[src/rtl/ets_pkg.sv]
`default_nettype none
// ============================================================================
// Module      : ets_pkg
// Description : Shared types and constants for the ETS sweep sequencer.
//               Sweep FSM state encoding, default datapath widths and the
//               settle-counter width.
// Revision    : 1.0 - initial release
// ============================================================================
package ets_pkg;

  localparam int DEF_STEPS_W = 10;  // step count / phase index width
  localparam int DEF_DATA_W  = 32;  // accumulator count / tdata width
  localparam int SETTLE_W    = 8;   // settle time width

  typedef enum logic [2:0] {
    ST_IDLE   = 3'd0,
    ST_SETTLE = 3'd1,
    ST_ACQ    = 3'd2,
    ST_HOLD   = 3'd3,
    ST_ABORT  = 3'd4
  } state_t;

endpackage
`default_nettype wire

[src/rtl/ets_axis_out_reg.sv]
`default_nettype none
// ============================================================================
// Module      : ets_axis_out_reg
// Description : Single-entry AXI-Stream output register. A load writes the
//               beat and raises tvalid on the next cycle; tvalid is held with
//               stable tdata/tlast until tready. A load may coincide with the
//               acceptance of the previous beat (back-to-back beats).
// Ports       : clk, rst_n      - clock, synchronous active-low reset
//               load            - write load_data/load_last into the register
//               load_data/last  - beat contents
//               tdata/tvalid/tlast/tready - AXI-Stream master side
//               full            - a beat is waiting for acceptance
// Revision    : 1.0 - initial release
// ============================================================================
module ets_axis_out_reg
  import ets_pkg::*;
#(
  parameter int DATA_W = DEF_DATA_W
) (
  input  logic              clk,
  input  logic              rst_n,
  input  logic              load,
  input  logic [DATA_W-1:0] load_data,
  input  logic              load_last,
  output logic [DATA_W-1:0] tdata,
  output logic              tvalid,
  input  logic              tready,
  output logic              tlast,
  output logic              full
);

  logic [DATA_W-1:0] r_data;
  logic              r_valid;
  logic              r_last;

  // The caller only loads when the register is empty or being drained.
  always_ff @(posedge clk) begin
    if (!rst_n) begin
      r_data  <= '0;
      r_valid <= 1'b0;
      r_last  <= 1'b0;
    end else if (load) begin
      r_data  <= load_data;
      r_valid <= 1'b1;
      r_last  <= load_last;
    end else if (tready) begin
      r_valid <= 1'b0;
    end
  end

  assign tdata  = r_data;
  assign tvalid = r_valid;
  assign tlast  = r_last;
  assign full   = r_valid;

endmodule
`default_nettype wire

[src/rtl/ets_sweep_ctrl.sv]
`default_nettype none
// ============================================================================
// Module      : ets_sweep_ctrl
// Description : Equivalent-time sweep sequencer. For each step it drives the
//               phase index, waits the settle time, runs one accumulator
//               acquisition (acc_start/acc_done) and emits the captured count
//               as one AXI-Stream beat, tlast on the final step.
// Ports       : clk, rst_n                 - clock, synchronous active-low reset
//               sweep_start, sweep_abort   - sweep control pulses
//               cfg_num_steps, cfg_settle  - sweep config, latched at start
//               phase                      - delay-tap select index
//               acc_start, acc_done, acc_data - accumulator handshake
//               m_axis_*                   - count output stream
//               busy, sweep_done           - status
// Revision    : 1.0 - initial release
// ============================================================================
module ets_sweep_ctrl
  import ets_pkg::*;
#(
  parameter int STEPS_W = DEF_STEPS_W,
  parameter int DATA_W  = DEF_DATA_W
) (
  input  logic                clk,
  input  logic                rst_n,
  input  logic                sweep_start,
  input  logic                sweep_abort,
  input  logic [STEPS_W-1:0]  cfg_num_steps,
  input  logic [SETTLE_W-1:0] cfg_settle,
  output logic [STEPS_W-1:0]  phase,
  output logic                acc_start,
  input  logic                acc_done,
  input  logic [DATA_W-1:0]   acc_data,
  output logic [DATA_W-1:0]   m_axis_tdata,
  output logic                m_axis_tvalid,
  input  logic                m_axis_tready,
  output logic                m_axis_tlast,
  output logic                busy,
  output logic                sweep_done
);

  localparam logic [STEPS_W-1:0]  c_step_one   = STEPS_W'(1);
  localparam logic [SETTLE_W-1:0] c_settle_one = SETTLE_W'(1);

  state_t              r_state;
  state_t              w_next;
  logic [STEPS_W-1:0]  r_phase;
  logic [STEPS_W-1:0]  r_num_steps;
  logic [SETTLE_W-1:0] r_settle;
  logic [SETTLE_W-1:0] r_settle_cnt;
  logic                r_wait_done;    // ABORT still waiting for acc_done
  logic                r_empty_sweep;  // ABORT entered for a zero-step start
  logic                r_sweep_done;

  logic w_full;
  logic w_can_load;
  logic w_capture;
  logic w_last_step;
  logic w_settle_done;
  logic w_start_ok;
  logic w_start_zero;
  logic w_done_next;

  assign w_start_ok    = (r_state == ST_IDLE) && sweep_start && (cfg_num_steps != '0);
  assign w_start_zero  = (r_state == ST_IDLE) && sweep_start && (cfg_num_steps == '0);
  // Output register frees this cycle if empty or its beat is being accepted.
  assign w_can_load    = !w_full || m_axis_tready;
  assign w_last_step   = (r_phase == (r_num_steps - c_step_one));
  // A settle of 0 or 1 both give a single SETTLE cycle.
  assign w_settle_done = (r_settle <= c_settle_one) ||
                         (r_settle_cnt == (r_settle - c_settle_one));
  // Abort takes priority over a coincident acc_done.
  assign w_capture     = ((r_state == ST_ACQ) || (r_state == ST_HOLD)) &&
                         acc_done && !sweep_abort && w_can_load;

  // ---------------------------------------------------------------- state reg
  always_ff @(posedge clk) begin
    if (!rst_n) r_state <= ST_IDLE;
    else        r_state <= w_next;
  end

  // --------------------------------------------------------------- next state
  always_comb begin
    w_next = r_state;
    case (r_state)
      ST_IDLE: begin
        if (w_start_ok)        w_next = ST_SETTLE;
        else if (w_start_zero) w_next = ST_ABORT;  // one busy cycle, no acquisition
      end
      ST_SETTLE: begin
        if (sweep_abort)        w_next = ST_IDLE;
        else if (w_settle_done) w_next = ST_ACQ;
      end
      ST_ACQ, ST_HOLD: begin
        if (sweep_abort)    w_next = ST_ABORT;
        else if (w_capture) w_next = w_last_step ? ST_IDLE : ST_SETTLE;
        else if (acc_done)  w_next = ST_HOLD;
      end
      ST_ABORT: begin
        if (!r_wait_done) w_next = ST_IDLE;
      end
      default: w_next = ST_IDLE;
    endcase
  end

  // ------------------------------------------------------------------ outputs
  always_comb begin
    acc_start = (r_state == ST_ACQ) || (r_state == ST_HOLD);
    busy      = (r_state != ST_IDLE);
  end

  // Zero-step sweeps report completion immediately; the IDLE entry that
  // follows their single ABORT cycle must not pulse a second time.
  assign w_done_next = w_start_zero ||
                       ((r_state != ST_IDLE) && (w_next == ST_IDLE) && !r_empty_sweep);

  // ----------------------------------------------------------------- datapath
  always_ff @(posedge clk) begin
    if (!rst_n) begin
      r_phase       <= '0;
      r_num_steps   <= '0;
      r_settle      <= '0;
      r_settle_cnt  <= '0;
      r_wait_done   <= 1'b0;
      r_empty_sweep <= 1'b0;
      r_sweep_done  <= 1'b0;
    end else begin
      r_sweep_done  <= w_done_next;
      r_empty_sweep <= w_start_zero;

      if (w_start_ok) begin
        r_num_steps  <= cfg_num_steps;
        r_settle     <= cfg_settle;
        r_phase      <= '0;
        r_settle_cnt <= '0;
      end else if (r_state == ST_SETTLE) begin
        r_settle_cnt <= r_settle_cnt + c_settle_one;
      end else if (w_capture && !w_last_step) begin
        r_phase      <= r_phase + c_step_one;
        r_settle_cnt <= '0;
      end

      // An acquisition in flight must finish before IDLE; if acc_done is
      // already high on the aborting edge it counts as seen.
      if ((w_next == ST_ABORT) && (r_state != ST_ABORT))
        r_wait_done <= (r_state != ST_IDLE) && !acc_done;
      else if ((r_state == ST_ABORT) && acc_done)
        r_wait_done <= 1'b0;
    end
  end

  assign phase      = r_phase;
  assign sweep_done = r_sweep_done;

  ets_axis_out_reg #(
    .DATA_W (DATA_W)
  ) u_out_reg (
    .clk       (clk),
    .rst_n     (rst_n),
    .load      (w_capture),
    .load_data (acc_data),
    .load_last (w_last_step),
    .tdata     (m_axis_tdata),
    .tvalid    (m_axis_tvalid),
    .tready    (m_axis_tready),
    .tlast     (m_axis_tlast),
    .full      (w_full)
  );

endmodule
`default_nettype wire

[config.mk]
export PLATFORM = sky130hd
export DESIGN_NAME = ets_sweep_ctrl
export DESIGN_NICKNAME = d
export VERILOG_FILES = /design/src/rtl/ets_pkg.sv /design/src/rtl/ets_axis_out_reg.sv /design/src/rtl/ets_sweep_ctrl.sv
export SDC_FILE = /design/constraint.sdc
export NUM_CORES = 1
export LEC_CHECK = 0
export ABC_AREA = 1
export BUFFER_PORTS_ARGS = -buffer_cell sky130_fd_sc_hd__buf_4
export CAP_MARGIN = 20
export CORE_UTILIZATION = 52
export CTS_CLUSTER_DIAMETER = 30
export DETAILED_ROUTE_END_ITERATION = 6
export GPL_TIMING_DRIVEN = 0
export PLACE_DENSITY_LB_ADDON = 0.08
export SKIP_LAST_GASP = 1
export SYNTH_ARGS = -nofsm -noshare
export SYNTH_HDL_FRONTEND = slang
export SYNTH_SLANG_ARGS = --single-unit
[constraint.sdc]
create_clock -name clk -period 2.6 [get_ports clk]
set_clock_uncertainty 0.1 [all_clocks]
set_input_delay 0.52 -clock clk [delete_from_list [all_inputs] [get_ports clk]]
set_output_delay 0.52 -clock clk [all_outputs]
set_load 0.005 [all_outputs]
==> metrics.txt, run 1 <==
clock latency on the worst-skew pair=0.35 ns; Die Y-Extent=85.6 um; final worst path period need=2.16 ns; initial drt markers=98; Cells after DPL=709; die area=7320 um^2; Peak VDD IR=around 0.43 mV; area growth from synthesis to layout=29.0%; Synth Area in Adders=0.0172; total core area=6760 um^2; LEAKAGE=between 2 and 2.5 nW; mux share of post-synthesis cell area=0; Reg clk slew, reported paths=0.08 ns; post-synthesis compound-gate area fraction=0.137; post-CTS setup buffer count=0; unrepaired setup endpoints after global routing=no; total gr overflow=0; library cells used by synthesis=33; FF-to-FF End=sweep_done; dpl hpwl=roughly 7000 um; MaxCap Viol Count=0; launching point of the worst reg2reg path=r_settle[0]; Initial DRT Pass Iterations=4; R2R depth=16; clock root buffer=clkbuf_8; Max Fanout on Critical Path=4; clock tree buffer depth=2; Tot GR Track Use=0.260; Hold Crit Class=in -> reg; #FFs+latches synth=76; # clock sinks=76; Setup TNS=0 ns; mapped cell area=3630 um^2; Syn Area/Cell=about 6.9 um^2; Crit path required time=~2.7 ns; vias=3,688; # setup viols final=0; worst hold slack=0.319 ns; initial antenna violation count=0; CTS tree=built; post-route ant nets=0; # IOs=a little over 100; routed len/inst=around 12 um; number of port buffers=102; Achievable Freq=between 400 and 500 MHz; first-pass GRT wire length=15,200 um; Post-Route WL=9000 um; H-tree Lvls=3; # diodes=0; largest net degree at the start of global routing=14; Final Hold Viols=0; Hold Path Stages=3; post-CTS sizing=0; CP endpoint kind=flop; status=completed; CTS buffer count=9; global placement routability congestion=0.854; Post-Layout Cell Count=725; yosys synthesis warning count=0; sequential share of the synthesized area=0.419; Worst Setup Path Type=reg -> reg; Final Cycle Share=0.832; DR vias/cell=5.09; slew at the pin with the worst max-slew slack=0.464 ns; vias in the first global route=3,508; FF-to-FF setup slack=approximately 0.44 ns; nets@finish=between 700 and 800; CP endpoint=sweep_done; simple-gate share of the synthesized area=0.297; crit path launch type=flop; CP Launch Point=r_settle[0]; CTS Hold Bufs=0; Synth Area in XOR/XNOR=0.0530; syn_nets=588; fraction of layout cells with a size suffix above 1=0.219; die width=85.6 um; DRC Markers=0; Slew headroom=0.691; Starting Density=0.538; main combinational cell family by area after synthesis=simple AND/OR/NAND/NOR gates; Max Slew Vio Count=0; Synth Instances=527; Rows=30; WP data arrival=about 2.3 ns; pwr dens=522 nW/um^2
## through the flow
step | setup WS, ns | utilization | cell area, um^2 | total power (W)
2_1_floorplan | 0.744 | - | 3630 | 0.00149
3_3_place_gp | 0.280 | 0.666 | 4500 | 0.00162
3_5_place_dp | 0.287 | 0.666 | 4500 | 0.00163
4_1_cts | 0.439 | 0.694 | 4690 | 0.00246
5_1_grt | 0.117 | 0.694 | 4690 | 0.00257
6_report | 0.438 | 0.694 | 4690 | 0.00245
## worst min-delay path by stage
stage / startpoint / endpoint / slack (ns)
2_1_floorplan: r_settle[6] / r_settle[6] / 0.36
6_report: acc_data[4] / u_out_reg.tdata[4] / 0.32
5_1_grt: acc_data[4] / u_out_reg.tdata[4] / 0.31
4_1_cts: acc_data[8] / u_out_reg.tdata[8] / 0.31
3_5_place_dp: u_out_reg.tdata[12] / u_out_reg.tdata[12] / 0.36
3_3_place_gp: u_out_reg.tdata[18] / u_out_reg.tdata[18] / 0.35
## sequential cells by signal, indices dropped and copies added (netlist names)
register         cells
r_num_steps         10
r_settle             8
u_out_reg.full       1
phase               10
sweep_done           1
u_out_reg.tlast      1
r_empty_sweep        1
r_settle_cnt         8
r_state              3
u_out_reg.tdata     32
r_wait_done          1
## power breakdown
group	leakage [nW]	total [W]	internal, W	switching (W)
logic	1.36	0.000375	0.000164	0.000211
registers	0.617	0.00123	0.00119	0.0000307
clock network	0.0876	0.000846	0.000398	0.000448
total	2.07	0.00245	0.00176	0.000689
## cell usage in the layout (no fill, tap or decap), drive strengths merged, types with 3 or more instances in the layout
cell / count
inv: 52
clkinvlp: 3
nand3: 21
a21oi: 61
clkbuf: 22
nand4: 4
nand2: 162
nor2: 53
buf: 109
nor4: 4
xor2: 12
nor3: 9
ha: 5
dfxtp: 76
xnor2: 10
o21ai: 30
## critical path, cell delays in order (launching register included)
cell     delay, ns
dfxtp_1       0.41
inv_1         0.12
ha_1          0.34
nand2_1       0.08
inv_1         0.03
nor2_1        0.08
nand2_1       0.06
nor2_1        0.15
nand2_1       0.08
nor2_1        0.09
nand2_1       0.08
nand2_1       0.07
nand2_1       0.04
o21ai_0       0.08
nand2_1       0.09
nand4_1       0.10
nand2_1       0.07
## kinds of logic after synthesis
kind of cell	after synthesis
buffers and inverters	70
adder cells (fa/ha/maj)	5
flip-flops	76
XOR/XNOR	22
AO/OA/AOI/OAI	96
AND/OR/NAND/NOR	258
## per-layer routing
metal	up-vias	track usage	routed length, um
li1	1905	-	-
met1	1672	0.300	3800
met2	103	0.449	4460
met5	-	0	0
met3	8	0.0905	635
met4	0	0.0909	102
## cell usage after synthesis, drive strengths merged
cell,n,area (um^2)
a211oi,1,7.51
a21oi,61,305
a31oi,1,6.26
a32o,1,10.0
and3,2,12.5
buf,7,42.5
clkbuf,11,41.3
dfxtp,76,1520
ha,5,62.6
inv,52,195
nand2,162,616
nand3,21,105
nand3b,2,15.0
nand4,4,25.0
nor2,53,216
nor3,9,56.3
nor3b,1,7.51
nor4,4,25.0
o211ai,1,7.51
o21ai,30,154
o31ai,1,7.51
xnor2,10,87.6
xor2,12,105
## cell type report
type | count | area, um^2
clock buffers | 11 | 151
repair buffers | 102 | 766
flip-flops and latches | 76 | 1520
clock inverters | 5 | 36.3
plain buffers | 18 | 83.8
well taps | 80 | 100
fillers | 621 | 2070
multi-input cells | 381 | 1830
inverters | 52 | 195
Note: power is estimated with default switching activity, not from simulation.
==> inputs of run 2 (changes only) <==
--- a/config.mk
+++ b/config.mk
@@ -5,7 +5,7 @@
 export SDC_FILE = /design/constraint.sdc
 export NUM_CORES = 1
 export LEC_CHECK = 0
-export ABC_AREA = 1
+export ABC_AREA = 0
 export BUFFER_PORTS_ARGS = -buffer_cell sky130_fd_sc_hd__buf_4
 export CAP_MARGIN = 20
 export CORE_UTILIZATION = 52
==> constraint.sdc (replaced) <==
create_clock -name clk -period 2.2 [get_ports clk]
set_clock_uncertainty 0.1 [all_clocks]
set_input_delay 0.44 -clock clk [delete_from_list [all_inputs] [get_ports clk]]
set_output_delay 0.44 -clock clk [all_outputs]
set_load 0.005 [all_outputs]
==> run 2 against run 1 <==
- largest power group unchanged
- the run now ends with design-rule violations, negative setup slack left
- combinational power up 55%
- final cell count down 9.1%
- die area down 1.6%
- sequential share of layout area down 2.0 points
- highest routed layer unchanged
- fmax down 14%
- core utilization up 9.2 points
- largest cell class unchanged
==> metrics.txt, run 2 <==
status=complete, but fails checks; failing checks=design-rule violations, negative setup slack; Reg clk slew, reported paths=around 0.090 ns; clock tree buffer depth=2; Die Y-Extent=84.9 um; area growth from synthesis to layout=42.9%; number of port buffers=102; CP endpoint kind=flop; CP peak stage delay=between 0.4 and 0.5 ns; Cells after DPL=630; mapped cell area=around 3600 um^2; library cells used by synthesis=56; vias in the first global route=3,608; CTS buffer count=9; #FFs+latches synth=76; total core area=6490 um^2; initial drt markers=between 200 and 250; clock latency on the worst-skew pair=0.35 ns; CP cell instances=nor4_4, buf_6, nand2_4, or4_4, a22oi_2, buf_6, a21oi_4, a21oi_2, a41o_1; dominant cell type by area after synthesis=dfxtp_1; Final Cycle Share=1.15; GRT busiest layer=met2; yosys synthesis warning count=0; Max Fanout on Critical Path=7; Main synth FF type=dfxtp_1; Starting Density=0.550; top cells by instance count after synthesis=nand2_1 (114), dfxtp_1 (76), a21oi_1 (62); # diodes=0; first-pass GRT wire length=16,200 um; Achievable Freq=397 MHz; Final Hold Viols=0; Finished Core Util=0.786; leading post-synthesis cells by cell area=dfxtp_1 (43%), nand2_1 (12%), a21oi_1 (8.7%); final worst path period need=roughly 2.5 ns; die area=7200 um^2; MaxCap Viol Count=0; slew at the pin with the worst max-slew slack=0.635 ns; Slew headroom=0.575; multi-input logic area=2190 um^2; DRC Markers=2; vias=roughly 3,700; # IOs=103; Sequential Area=1550 um^2; sequential share of the synthesized area=0.426; pwr dens=638 nW/um^2; Syn Area/Cell=7.92 um^2; dpl hpwl=6950 um; M2 GR Usage=0.476; fin area=5100 um^2; Yosys top cell area share=0.426; Rows=29; Synth Instances=451; Initial DRT Pass Iterations=7; # clock sinks=76; worst hold slack=0.203 ns; Crit-path slowest cell=or4_4; unrepaired setup endpoints after global routing=yes; post-route worst setup slack=-0.319 ns; crit path launch type=flop; H-tree Lvls=3; post-route ant nets=0; total gr overflow=0; Area after DPL=4490 um^2; Synth async-reset ratio=0; met1 Use GR=0.333; initial antenna violation count=0; Crit path required time=roughly 2.4 ns; filler cell count=428; Setup TNS=-4.52 ns; # setup viols final=22; Worst Setup Path Type=reg -> reg; LEAKAGE=approximately 2.1 nW; syn_nets=slightly above 500; die width=84.9 um; Post-synth EDFFs=0; fraction of layout cells with a size suffix above 1=0.369; commonest non-fill, non-tap cell in the layout=nand2_1; Post-Route WL=10,700 um; Worst path most repeated cell=buf_6; WP data arrival=around 2.7 ns; max reg flops=32; Max Slew Vio Count=0; CTS Hold Bufs=0; clock root buffer=clkbuf_8; GR met3 Demand/Resource=0.0798; Post-Layout Cell Count=659; commonest cells after routing, fill and taps aside=nand2_1 (112), buf_4 (110), dfxtp_1 (64), a21oi_1 (56), nor2_1 (19); largest net degree at the start of global routing=14; nets@finish=638; Hold Crit Class=in -> reg; routed len/inst=about 16 um; global placement routability congestion=0.873; Tot GR Track Use=0.284; count leader, synth=nand2_1; DR vias/cell=5.68; CTS tree=built; Peak VDD IR=0.416 mV
run 2: cell types whose count changed in the layout (fill, tap and decap cells not counted), sizes merged, moves of 5 or more:
cell | previous run | this run
buf | 109 | 119
clkbuf | 22 | 29
inv | 52 | 13
nand2 | 162 | 114
nand3 | 21 | 15
nor2 | 53 | 23
nor2b | 0 | 5
o21ai | 30 | 8
or3 | 0 | 6
run 2: timing repair:
action,CTS,global route
gates cloned,2,0
pin swaps,28,21
buffers inserted,9,6
setup endpoints to repair,63,54
gates resized for setup,41,42
run 2: power breakdown:
part	internal, W	total, W	switching [W]
sequential	0.00141	0.00145	0.0000475
combinational	0.000280	0.000583	0.000303
clock	0.000670	0.00122	0.000552
run 2: per-stage QoR:
stage | setup slack [ns] | power [W]
3_5_place_dp | -0.439 | 0.00191
6_report | -0.319 | 0.00326
5_1_grt | -0.398 | 0.00338
2_1_floorplan | -0.0629 | 0.00175
3_3_place_gp | -0.377 | 0.00190
4_1_cts | -0.259 | 0.00320
run 2: cells by family (layout without fill, tap and decap cells):
family,Yosys count,after routing,share of synthesized area
compound gates,102,103,0.181
xor+xnor,24,24,0.0589
fa+ha+maj,5,5,0.0175
buf+inv,36,166,0.0406
flops,76,76,0.426
mux,2,2,0.00561
simple gates,206,206,0.270
run 2: final timing paths:
path / slack (ns) / depth (start not counted) / end / startpoint
worst max register to register: -0.32 / 9 / sweep_done / r_num_steps[2]
worst min-delay path: 0.20 / 2 / r_num_steps[4] / cfg_num_steps[4]
worst min register to register: 0.36 / 2 / u_out_reg.tdata[20] / u_out_reg.tdata[20]
worst max-delay path: -0.32 / 9 / sweep_done / r_num_steps[2]
run 2: critical path, delay by kind of cell (launching register included):
kind	cells	cell delay [ns]
buf+inv	2	0.37
simple gates	3	0.87
flops	1	0.37
compound gates	4	0.75
run 2: cell type report:
| class | count | area share |
|---|---|---|
| clock buffers | 10 | 0.0270 |
| plain buffers | 22 | 0.0203 |
| clock inverters | 6 | 0.0169 |
| well taps | 77 | 0.0189 |
| inverters | 12 | 0.00883 |
| repair buffers | 116 | 0.175 |
| flip-flops and latches | 76 | 0.304 |
| multi-input cells | 340 | 0.429 |
run 2: routing by layer:
layer  vias up  share of wire
li1       1811              -
met1      1746           0.40
met2       146           0.50
met3        37          0.068
met4         0          0.039
met5         -              0
==> inputs of run 3 (changes only) <==
--- a/config.mk
+++ b/config.mk
@@ -7,8 +7,9 @@
 export LEC_CHECK = 0
 export ABC_AREA = 0
 export BUFFER_PORTS_ARGS = -buffer_cell sky130_fd_sc_hd__buf_4
-export CAP_MARGIN = 20
-export CORE_UTILIZATION = 52
+export CAP_MARGIN = 5
+export CORE_UTILIZATION = 54
+export CTS_BUF_LIST = sky130_fd_sc_hd__clkbuf_8
 export CTS_CLUSTER_DIAMETER = 30
 export DETAILED_ROUTE_END_ITERATION = 6
 export GPL_TIMING_DRIVEN = 0
==> run 3 against run 2 <==
- the run ends with negative setup slack left
- die area shrank 3.6%
- critical path type unchanged
- combinational power increased by 3.9%
- clock power down 19%
- non-clock buffer count rose by 4
- sequential power barely moved
- largest cell class unchanged
- worst setup slack better by 0.028 ns
==> metrics.txt, run 3 (synthesis results as in run 2) <==
status=complete, but fails checks; failing checks=negative setup slack; GRT busiest layer=met2; initial antenna violation count=0; # IOs=103; CTS Hold Bufs=0; die area=between 6000 and 7000 um^2; hold endpoint=r_num_steps[3]; FF-to-FF End=r_settle_cnt[1]; Crit-path slowest cell=dfxtp_4; Worst path most repeated cell=buf_4; fraction of layout cells with a size suffix above 1=0.352; Crit path required time=2.36 ns; Initial DRT Pass Iterations=6; Slew headroom=0.567; Final Cycle Share=1.13; crit path launch type=flop; clock latency on the worst-skew pair=around 0.35 ns; area growth from synthesis to layout=41.3%; cell family with most CP delay=simple AND/OR/NAND/NOR gates; Max Slew Vio Count=0; global placement routability congestion=between 0.8 and 0.9; hold_sp=cfg_num_steps[3]; DRC Markers=0; H-tree Lvls=3; pwr dens=604 nW/um^2; Power Total=0.00305 W; R2R depth=11; LEAKAGE=2.05 nW; Final Hold Viols=0; worst hold slack=0.208 ns; total core area=6350 um^2; vias in the first global route=3,615; # clock sinks=76; Tot GR Track Use=0.289; post-route ant nets=0; commonest cells after routing, fill and taps aside=buf_4 (118), nand2_1 (113), dfxtp_1 (68), a21oi_1 (57), nor2_1 (19); total gr overflow=0; unrepaired setup endpoints after global routing=yes; post-route worst setup slack=-0.292 ns; CP endpoint kind=flop; largest net degree at the start of global routing=13; Starting Density=0.562; Achievable Freq=401 MHz; Hold Crit Class=in -> reg; # setup viols final=22; Reg clk slew, reported paths=0.08 ns; Post-Route WL=10,600 um; clock root buffer=clkbuf_8; vias=3,766; clock tree buffer depth=2; FF-to-FF setup slack=-0.29 ns; CTS buffer count=9; dpl hpwl=around 6900 um; Crit. path cell count=11; initial drt markers=between 200 and 250; routed len/inst=15.9 um; die width=83.3 um; first-pass GRT wire length=16,200 um; GR met3 Demand/Resource=0.0825; Worst Setup Path Type=reg -> reg; M2 GR Usage=0.507; CP cell instances=nor4_4, buf_4, buf_4, nand3_2, or3_1, a22oi_2, buf_4, a21o_4, buf_6, nand3b_1, a21oi_1; Die Y-Extent=83.3 um; CTS tree=built; CP peak stage delay=0.37 ns; CP Buf/Inv Count=4; MaxCap Viol Count=0; filler cell count=443; DR vias/cell=approximately 5.7; final worst path period need=~2.5 ns; slew at the pin with the worst max-slew slack=around 0.65 ns; met1 Use GR=0.329; commonest non-fill, non-tap cell in the layout=buf_4; number of port buffers=102; Peak VDD IR=0.455 mV; max reg flops=32; launching point of the worst reg2reg path=r_num_steps[2]; Hold Path Stages=2; Max Fanout on Critical Path=5; WP data arrival=approximately 2.7 ns; nets@finish=642; # diodes=0; Rows=29
-- run 3: cell types whose count changed in the layout (fill, tap and decap cells not counted), moves of 3 or more --
| cell | change |
|---|---|
| dfxtp_1 | +4 |
| buf_4 | +8 |
| dfxtp_4 | -3 |
| buf_6 | -4 |
| a21oi_2 | -3 |
| o21ai_2 | -3 |
| nand3_2 | +3 |
-- run 3: power breakdown --
group | total (W) | internal [W] | leakage [nW] | switching [W]
logic | 0.000606 | 0.000294 | 1.34 | 0.000312
clock network | 0.000989 | 0.000462 | 0.0915 | 0.000527
registers | 0.00145 | 0.00141 | 0.620 | 0.0000435
-- run 3: final cells by class --
class	count	area, um^2	share of cell area
Multi-Input combinational cell	340	2180	0.431
Sequential cell	76	1540	0.305
Timing Repair Buffer	120	908	0.180
Clock buffer	11	151	0.0300
Buffer	22	104	0.0206
Tap cell	77	96.3	0.0191
Inverter	12	45.0	0.00893
Clock inverter	4	23.8	0.00471
-- run 3: how the worst max path moves through the flow --
stage	endpoint	slack [ns]	startpoint
2_1_floorplan	r_settle_cnt[5]	-0.06	r_num_steps[0]
3_3_place_gp	sweep_done	-0.37	r_num_steps[3]
3_5_place_dp	sweep_done	-0.39	r_num_steps[3]
4_1_cts	phase[9]	-0.20	r_num_steps[3]
5_1_grt	r_settle_cnt[1]	-0.40	r_num_steps[2]
6_report	r_settle_cnt[1]	-0.29	r_num_steps[2]
-- run 3: metal layers --
layer	share of wire	vias to the layer above
li1	-	1821
met1	0.41	1718
met2	0.49	195
met3	0.082	32
met4	0.027	0
met5	0	-
-- run 3: what timing repair did --
| item | CTS | global route |
|---|---|---|
| cloned | 2 | 0 |
| buffers inserted | 14 | 3 |
| gates resized for setup | 43 | 23 |
| pin swaps | 29 | 12 |
| setup endpoints to repair | 56 | 64 |
-- run 3: metrics by stage --
step / setup TNS (ns) / setup slack (ns) / util / instance area [um^2] / cells
2_1_floorplan: -0.503 / -0.0629 / - / 3630 / 451
3_3_place_gp: -5.92 / -0.371 / 0.707 / 4490 / 630
3_5_place_dp: -7.40 / -0.386 / 0.707 / 4490 / 630
4_1_cts: -2.02 / -0.197 / 0.780 / 4960 / 659
5_1_grt: -6.73 / -0.402 / 0.795 / 5050 / 662
6_report: -4.37 / -0.292 / 0.795 / 5050 / 662
